--- src/rtl/uart_hex_word_rx.sv ---
// ASCII hex line receiver: assembles hex digits into a DATA_W-bit word, emits it on CR/LF.
// Optional byte echo is built when UART_HEX_WORD_RX_ECHO_EN is defined.
module uart_hex_word_rx #(
  parameter int unsigned DATA_W = 32
) (
  input  logic              clk_48mhz,
  input  logic              reset_n,
  input  logic [7:0]        uart_out_data,
  input  logic              uart_out_valid,
  output logic              uart_out_ready,
  output logic [DATA_W-1:0] word_data,
  output logic              word_valid,
  input  logic              word_ready,
  output logic              word_err,
  output logic [7:0]        echo_data,
  output logic              echo_valid,
  input  logic              echo_ready
);

  localparam int unsigned MAX_DIGITS = DATA_W / 4;
  localparam int unsigned CNT_W      = $clog2(MAX_DIGITS + 1);
  localparam logic [CNT_W-1:0] MAX_CNT = CNT_W'(MAX_DIGITS);

  typedef enum logic [1:0] {COLLECT, DISCARD, EMIT} state_t;

  state_t            state, state_n;
  logic [DATA_W-1:0] acc, acc_n, word_q, word_n;
  logic [CNT_W-1:0]  digits, digits_n;
  logic              ready_q, ready_n, err_q, err_n;
  logic              accept, is_hex, is_space, is_term;
  logic [3:0]        nibble;
  logic              echo_pend_n;

  assign accept = uart_out_valid && ready_q;

  always_comb begin
    is_hex   = 1'b0;
    nibble   = '0;
    is_space = (uart_out_data == 8'h20);
    is_term  = (uart_out_data == 8'h0D) || (uart_out_data == 8'h0A);
    if (uart_out_data >= 8'h30 && uart_out_data <= 8'h39) begin
      is_hex = 1'b1;
      nibble = 4'(uart_out_data - 8'h30);
    end else if (uart_out_data >= 8'h61 && uart_out_data <= 8'h66) begin
      is_hex = 1'b1;
      nibble = 4'(uart_out_data - 8'h57);
    end else if (uart_out_data >= 8'h41 && uart_out_data <= 8'h46) begin
      is_hex = 1'b1;
      nibble = 4'(uart_out_data - 8'h37);
    end
  end

  always_ff @(posedge clk_48mhz or negedge reset_n) begin
    if (!reset_n) begin
      state   <= COLLECT;
      acc     <= '0;
      digits  <= '0;
      word_q  <= '0;
      ready_q <= 1'b0;
      err_q   <= 1'b0;
    end else begin
      state   <= state_n;
      acc     <= acc_n;
      digits  <= digits_n;
      word_q  <= word_n;
      ready_q <= ready_n;
      err_q   <= err_n;
    end
  end

  always_comb begin
    state_n  = state;
    acc_n    = acc;
    digits_n = digits;
    word_n   = word_q;
    err_n    = 1'b0;
    case (state)
      COLLECT: begin
        if (accept) begin
          if (is_hex) begin
            if (digits == MAX_CNT) begin
              err_n   = 1'b1;
              state_n = DISCARD;
            end else begin
              acc_n    = (acc << 4) | DATA_W'(nibble);
              digits_n = digits + 1'b1;
            end
          end else if (is_term) begin
            if (digits != '0) begin
              word_n  = acc;
              state_n = EMIT;
            end
          end else if (!is_space) begin
            err_n   = 1'b1;
            state_n = DISCARD;
          end
        end
      end
      DISCARD: begin
        if (accept && is_term) begin
          acc_n    = '0;
          digits_n = '0;
          state_n  = COLLECT;
        end
      end
      EMIT: begin
        if (word_ready) begin
          acc_n    = '0;
          digits_n = '0;
          state_n  = COLLECT;
        end
      end
      default: state_n = COLLECT;
    endcase
    // Ready is registered, so it is derived from the next-cycle state and echo occupancy.
    ready_n = (state_n != EMIT) && !echo_pend_n;
  end

  always_comb begin
    uart_out_ready = ready_q;
    word_data      = word_q;
    word_valid     = (state == EMIT);
    word_err       = err_q;
  end

`ifdef UART_HEX_WORD_RX_ECHO_EN
  logic       echo_pend;
  logic [7:0] echo_q, echo_q_n;

  always_comb begin
    echo_pend_n = echo_pend;
    echo_q_n    = echo_q;
    if (accept) begin
      echo_pend_n = 1'b1;
      echo_q_n    = uart_out_data;
    end else if (echo_pend && echo_ready) begin
      echo_pend_n = 1'b0;
    end
  end

  always_ff @(posedge clk_48mhz or negedge reset_n) begin
    if (!reset_n) begin
      echo_pend <= 1'b0;
      echo_q    <= '0;
    end else begin
      echo_pend <= echo_pend_n;
      echo_q    <= echo_q_n;
    end
  end

  assign echo_valid = echo_pend;
  assign echo_data  = echo_q;
`else
  logic echo_ready_unused;
  assign echo_ready_unused = echo_ready;
  assign echo_pend_n       = 1'b0;
  assign echo_valid        = 1'b0;
  assign echo_data         = '0;
`endif

endmodule
--- config.mk ---
export PLATFORM = sky130hd
export DESIGN_NAME = uart_hex_word_rx
export DESIGN_NICKNAME = d
export VERILOG_FILES = /design/src/rtl/uart_hex_word_rx.sv
export SDC_FILE = /design/constraint.sdc
export NUM_CORES = 1
export LEC_CHECK = 0
export CELL_PAD_IN_SITES_DETAIL_PLACEMENT = 1
export CELL_PAD_IN_SITES_GLOBAL_PLACEMENT = 1
export CORE_MARGIN = 1.5
export CORE_UTILIZATION = 43
export DETAILED_ROUTE_END_ITERATION = 10
export GPL_TIMING_DRIVEN = 0
export PLACE_DENSITY_LB_ADDON = 0.1
export SLEW_MARGIN = 0
export SYNTH_ARGS = -nofsm -noshare
export SYNTH_HDL_FRONTEND = slang
export SYNTH_SLANG_ARGS = --single-unit
--- constraint.sdc ---
create_clock -name clk_48mhz -period 2.9 [get_ports clk_48mhz]
set_input_delay 0.87 -clock clk_48mhz [delete_from_list [all_inputs] [get_ports clk_48mhz]]
set_output_delay 0.87 -clock clk_48mhz [all_outputs]
set_load 0.005 [all_outputs]
==> run summary <==
Status = finished clean
Worst-case clock buffer depth = 2
Nets = 366
Internal Power = 1.761 mW
DRC violations left = 0
Max FO, Critical Path = 10
Period minus WS final = 2786 ps
Psw = 0.8361 mW
Ant diodes = 0
Required @ worst endpoint = 3120 ps
Initial Utilization = 44.07%
RSZ-0062 raised after global routing = false
Wire per inst = 15.94 um
Layout Cells excl Fill = 452
DR vias = 2252
First-pass GRT wire length = 11.85 mm
Slowest cell delay on critical path = 530 ps
Hold buffer count at CTS = 0
DP Area = 4224 um^2
LEAKAGE = 2.236 nW
Setup violators final = 0
Kind of end point of the critical path = register
Register area share after synthesis = 50.26%
Die height = 94.31 um
Final WL = 7.204 mm
Final instance area = 4471 um^2
Post-Synthesis Cells = 274
Synth Flop Type = dfrtp_1
Crit Path Class = primary input to register
Vias in the first global route = 2344
EDFF count, synth = 0
GRT Total Usage = 17.55%
Mapped cell area = 3585 um^2
Sink Count = 72
Clock latency on the worst-skew pair = 340 ps
Crit-path cells = clkdlybuf4s50_1 > nor4_4 > nand3_2 > or4b_1 > buf_4 > buf_6 > mux2_4
DRT Pass-1 Iters = 4
Clock root cell = clkbuf_8
Ports = 57
Final core occ = 54.96%
Fmax = 358.9 MHz
Vias per cell = 4.982
CTS tree = done
Slowest CP cell = or4b_1
Final HPWL DP = 5.135 mm
Placed cells = 434
Clock Power Share = 29.3%
Total Power = 2.597 mW
Post-synth ARST share = 100.0%
Pwr dens = 581.0 nW/um^2
Least-Margin Pin Slew = 512.6 ps
Flop pwr share = 43.4%
Share of layout cells above drive strength 1 = 21.04%
Max Cap Violations = 0
Number of port buffers = 46
Crit path DAT = 3010 ps
Worst slew margin = 65.83%
CTS Buf Count = 9
Comb power frac = 27.3%
Largest net degree at the start of global routing = 41
Chip width = 94.31 um
Mean post-synth cell area = 13.08 um^2
Final GP Congestion = 0.8334
1st-iter DRT viols = 44
Hold Violations, Final = 0
Number of slew-limit violations in the final report = 0
Layout Area Growth over Synthesis = 24.71%
Ys Warns = 0
Initial antenna violation count = 0
Bufs and invs on worst path = 3
Core ar. = 8134 um^2
Min-Delay Path Class = primary input to asynchronous set/reset pin
H-Tree Level Count = 3
Synth unique cells = 44
Hold Slack = 466.8 ps
FP Rows = 33
Worst vdd ir = 0.2790 mV
CTS clk-pin slew, worst paths = 80 ps
Clk_skew = 9.645 ps
Startpoint Class = primary input
Final global-route overflow total = 0
Sw Ratio = 32.19%
Delay-heaviest family, CP = simple AND/OR/NAND/NOR gates
Seq cells post-synth = 72
Final ANT Viol Nets = 0
Tcrit/Tclk final = 96.08%
Die area = 8893 um^2
==> power by group through the flow <==
stage	clock network (mW)	registers, mW	logic [mW]
final	0.760	1.13	0.709
after global routing	0.824	1.14	0.789
after CTS	0.785	1.13	0.724
after detailed placement	0	1.15	0.691
after global placement	0	1.14	0.668
after floorplan	0	1.13	0.484
==> metal layers <==
metal	vias to the layer above	track usage, %	part of all wire (%)
met1	1142	23.46	47
met4	0	5.473	0.72
met3	6	3.883	2.7
met2	39	28.42	50
li1	1065	-	-
met5	-	0	0
==> per-stage QoR <==
step,setup TNS [ps],setup WS [ps]
4_1_cts,0,7.528
6_report,0,113.6
3_3_place_gp,-147410,-1635
3_5_place_dp,-31140,-608.9
5_1_grt,0,14.29
2_1_floorplan,0,229.1
==> worst register-to-register path: stages (launching register included) <==
cell and delay, ps:
dfrtp_1 400, inv_1 170, ha_1 260, inv_1 120, or4b_1 540, buf_4 200, buf_6 170, mux2_4 300
==> cells in the final DEF, fill, tap and decap left out, types with 2 or more instances in the layout <==
cell type and n:
o2111ai_1 2, a21boi_0 3, a21oi_1 3, ha_1 10, mux2_2 2, clkinv_2 3, mux2_1 36, nand3b_1 2
nand2b_1 2, inv_1 14, o21ai_1 2, o21ai_0 5, buf_4 15, a21o_1 2, dfrtp_1 72, nand2_1 7
mux2_4 25, dlymetal6s2s_1 2, nor3_1 2, mux2i_1 3, clkdlybuf4s50_1 40, nor2b_1 27, clkbuf_1 4, conb_1 9
nand3_1 3, dlygate4sd2_1 3, o211ai_1 4, nor2_1 5, clkbuf_8 9, buf_6 6
==> logic make-up after synthesis <==
logic type,after synthesis,share of synthesized area [%]
compound gates,31,6.666
buf+inv,35,6.073
flops,72,50.26
simple gates,59,10.16
mux,66,23.25
other cells,1,0.1046
fa+ha+maj,10,3.490
==> path summary, 6_finish.rpt <==
path	start	to	slack, ps	cells after the start
worst max register to register	state[1]$_DFF_PN0_	word_data[7]$_DFFE_PN0P_	620	7
max in group asynchronous	reset_n	acc[6]$_DFFE_PN0P_	1860	2
min in group clk_48mhz	word_data[20]$_DFFE_PN0P_	word_data[20]$_DFFE_PN0P_	500	1
worst min register to register	word_data[20]$_DFFE_PN0P_	word_data[20]$_DFFE_PN0P_	500	1
worst min-delay path	reset_n	word_data[28]$_DFFE_PN0P_	470	1
worst max-delay path	uart_out_data[7]	word_data[7]$_DFFE_PN0P_	110	7
==> cells in the mapped netlist (2+ instances only) <==
| master | n | area share, % |
|---|---|---|
| nor3_1 | 2 | 0.28 |
| nor2b_1 | 27 | 4.7 |
| o2111ai_1 | 2 | 0.49 |
| nand2b_1 | 2 | 0.35 |
| o211ai_1 | 4 | 0.84 |
| a21o_1 | 2 | 0.42 |
| mux2i_1 | 3 | 0.84 |
| a21oi_1 | 4 | 0.56 |
| nor4b_1 | 2 | 0.49 |
| ha_1 | 10 | 3.5 |
| nand2_1 | 7 | 0.73 |
| nor2_1 | 5 | 0.52 |
| clkbuf_1 | 4 | 0.42 |
| mux2_2 | 2 | 0.63 |
| nand3b_1 | 2 | 0.42 |
| buf_4 | 11 | 2.3 |
| mux2_1 | 36 | 11 |
| o21ai_1 | 2 | 0.28 |
| mux2_4 | 25 | 10 |
| buf_6 | 6 | 1.9 |
| nand3_1 | 3 | 0.42 |
| a21boi_0 | 3 | 0.63 |
| o21ai_0 | 5 | 0.70 |
| dfrtp_1 | 72 | 50 |
| inv_1 | 14 | 1.5 |
==> state kept, by name (all words and copies together) (netlist names) <==
register        flops
acc                32
digits              4
state               2
uart_out_ready      1
word_data          32
word_err            1
==> layout make-up <==
class	instances	area [um^2]
clock buffers	9	123.9
clock inverters	6	61.31
inverters	14	52.55
flip-flops and latches	72	1802
multi-input cells	175	1633
well taps	105	131.4
fillers	851	3664
repair buffers	50	501.7
plain buffers	21	165.2
==> timing repair <==
item | CTS | global route
gates resized for setup | 7 | 3
pin swaps | 3 | 2
setup buffers | 2 | 1
setup endpoints to repair | 61 | 38
(Power assumes the default switching activity.)
==> variant (same settings) <==
The 3 states of `state_t` get a one-hot encoding in 3 bits.
--- a/src/rtl/uart_hex_word_rx.sv
+++ b/src/rtl/uart_hex_word_rx.sv
@@ -22,5 +22,5 @@
   localparam logic [CNT_W-1:0] MAX_CNT = CNT_W'(MAX_DIGITS);
 
-  typedef enum logic [1:0] {COLLECT, DISCARD, EMIT} state_t;
+  typedef enum logic [2:0] {COLLECT = 3'b001, DISCARD = 3'b010, EMIT = 3'b100} state_t;
 
   state_t            state, state_n;
Function: no difference found for any inputs over 4 cycles, from zero or initial values and one cycle with reset_n low; so few cycles prove little.
==> variant against the unedited design <==
- sequential cell count grew 1
- synthesized area shrank 1.8%
- sequential share of layout area grew 1.2 points
- routed wire length grew 11%
- power grew 35%
- critical path type unchanged
- highest routed layer unchanged
- final area shrank 1.5%
- worst setup slack gained 0.042 ns
- via count grew 17%
==> variant: results (changes against the unedited design) <==
[critical_path]
r2r-start = state[0]  ; was state[1]
arrival_ns = 2.99  ; was 3.01 ns
critPathTopFamily = buffers and inverters  ; was simple AND/OR/NAND/NOR gates
startpoint = uart_out_data[4]  ; was uart_out_data[7]
r2r_cells = 8  ; was 7
reg2reg_slack_ns = 0.52  ; was 0.62 ns
critPathMaxStageDelay_ns = 0.44  ; was 0.53 ns
slowest_stage = clkdlybuf4s50_1  ; was or4b_1

[drt]
first_pass_iters = 4  ; unchanged
route.met3.wl_um = 224  ; was 197 um
wl_met2_mm = 3.92  ; was 3.58 mm
post_drt_wl_per_cell_um = 16.5  ; was 15.9 um
drtIter0Drc = 99  ; was 44
num_vias = 2634  ; was 2252

[global_route]
grt_util_met3_pct = 2.68  ; was 3.88%
antenna_found_initial = 0  ; unchanged
use_met1_pct = 25.8  ; was 23.5%
met2_usage_pct = 33.5  ; was 28.4%
grt_use_total_pct = 19.9  ; was 17.5%
grt_max_degree = 55  ; was 41

[logic_synthesis]
synth.area.top_cells = dfrtp_1, mux2_2, o31ai_1  ; was dfrtp_1, mux2_1, mux2_4
ys_types = 49  ; was 44
synthTopCellsByCount = dfrtp_1, nand2_1, mux2_2, o31ai_1  ; was dfrtp_1, mux2_1, nor2b_1, mux2_4, inv_1
ys_seq_area_share_pct = 52.0  ; was 50.3%

[timing]
tightestPinTransition_ns = 0.509  ; was 0.513 ns
skew_ns = 0.00873  ; was 0.00965 ns

[placement]
hpwl_mm = 5.64  ; was 5.13 mm
place_congestion = 0.734  ; was 0.833
io_buffers = 45  ; was 46

[pwr]
switching_power_uw = 1380  ; was 836 uW
power_leakage_uw = 0.00200  ; was 0.00224 uW
ir_worst_vdd_mv = 0.308  ; was 0.279 mV

[final_layout]
drive_gt1_share_pct = 24.7  ; was 21.0%
fin_nets = 397  ; was 366

[run_status]
status = finished clean  ; unchanged

==> variant: cell count changes after synthesis, moves of 5 or more <==
cell      delta
o31ai_1     +29
inv_1        -7
o21ai_0     +14
nand2_1     +26
nor2b_1     -27
mux2_4      -25
mux2_1      -35
clkbuf_1     +8
mux2_2      +30
o21ai_1     +17
buf_2        +5
==> variant: per-stage QoR <==
| step | instance area, sq um | hold WS, ns | instances | total power [uW] |
|---|---|---|---|---|
| floorplan | 3550 | 0.456 | 316 | 2280 |
| finish | 4400 | 0.409 | 483 | 3500 |
| global placement | 4130 | 0.478 | 463 | 2680 |
| detailed placement | 4150 | 0.494 | 464 | 2730 |
| global route | 4400 | 0.407 | 483 | 3730 |
| CTS | 4370 | 0.410 | 480 | 3510 |
==> variant: layout make-up <==
type | count | area [sq um]
Timing Repair Buffer | 51 | 520
Clock inverter | 5 | 58.8
Clock buffer | 9 | 124
Multi-Input combinational cell | 203 | 1510
Buffer | 33 | 213
Sequential cell | 73 | 1830
Inverter | 7 | 26.3
Fill cell | 855 | 3400
Tap cell | 102 | 128
==> variant: timing repair <==
action	in CTS	in global routing
setup endpoints to repair	64	63
pin swaps	2	1
buffers inserted	2	3
cloned	0	0
hold endpoints to repair	0	0
gates resized for setup	8	7
==> variant: worst reg2reg max path: stages, from the launching register on <==
cell and delay (ns):
dfstp_2 0.52, clkbuf_1 0.26, nor3b_2 0.38, a21oi_1 0.15, o21ai_1 0.19, buf_2 0.27, clkbuf_2 0.29, o21ai_0 0.14
o31ai_1 0.09
==> variant: cell families (layout without fill, tap and decap cells) <==
family / Yosys count / after routing / synth area share, %
AO/OA/AOI/OAI: 86 / 86 / 15.7
flip-flops: 73 / 73 / 52.0
AND/OR/NAND/NOR: 62 / 62 / 11.1
buffers and inverters: 40 / 105 / 6.58
multiplexers: 37 / 37 / 11.7
adder cells (fa/ha/maj): 6 / 6 / 2.13
XOR/XNOR: 3 / 3 / 0.747
other: 1 / 9 / 0.107
==> variant: power by group through the flow <==
| stage | sequential [uW] | clock (uW) | combinational (uW) |
|---|---|---|---|
| after CTS | 1420 | 773 | 1310 |
| after global routing | 1450 | 816 | 1470 |
| after global placement | 1440 | 0 | 1240 |
| after detailed placement | 1440 | 0 | 1290 |
| after floorplan | 1370 | 0 | 908 |
| final | 1420 | 757 | 1320 |
==> variant: how the worst max path moves through the flow <==
stage	end	slack (ns)	cells past startpoint
6_report	acc[3]	0.16	7
5_1_grt	digits[0]	0.01	7
3_3_place_gp	word_data[3]	-1.63	1
2_1_floorplan	digits[0]	0.40	8
3_5_place_dp	word_data[4]	-0.60	8
4_1_cts	acc[2]	0.01	8
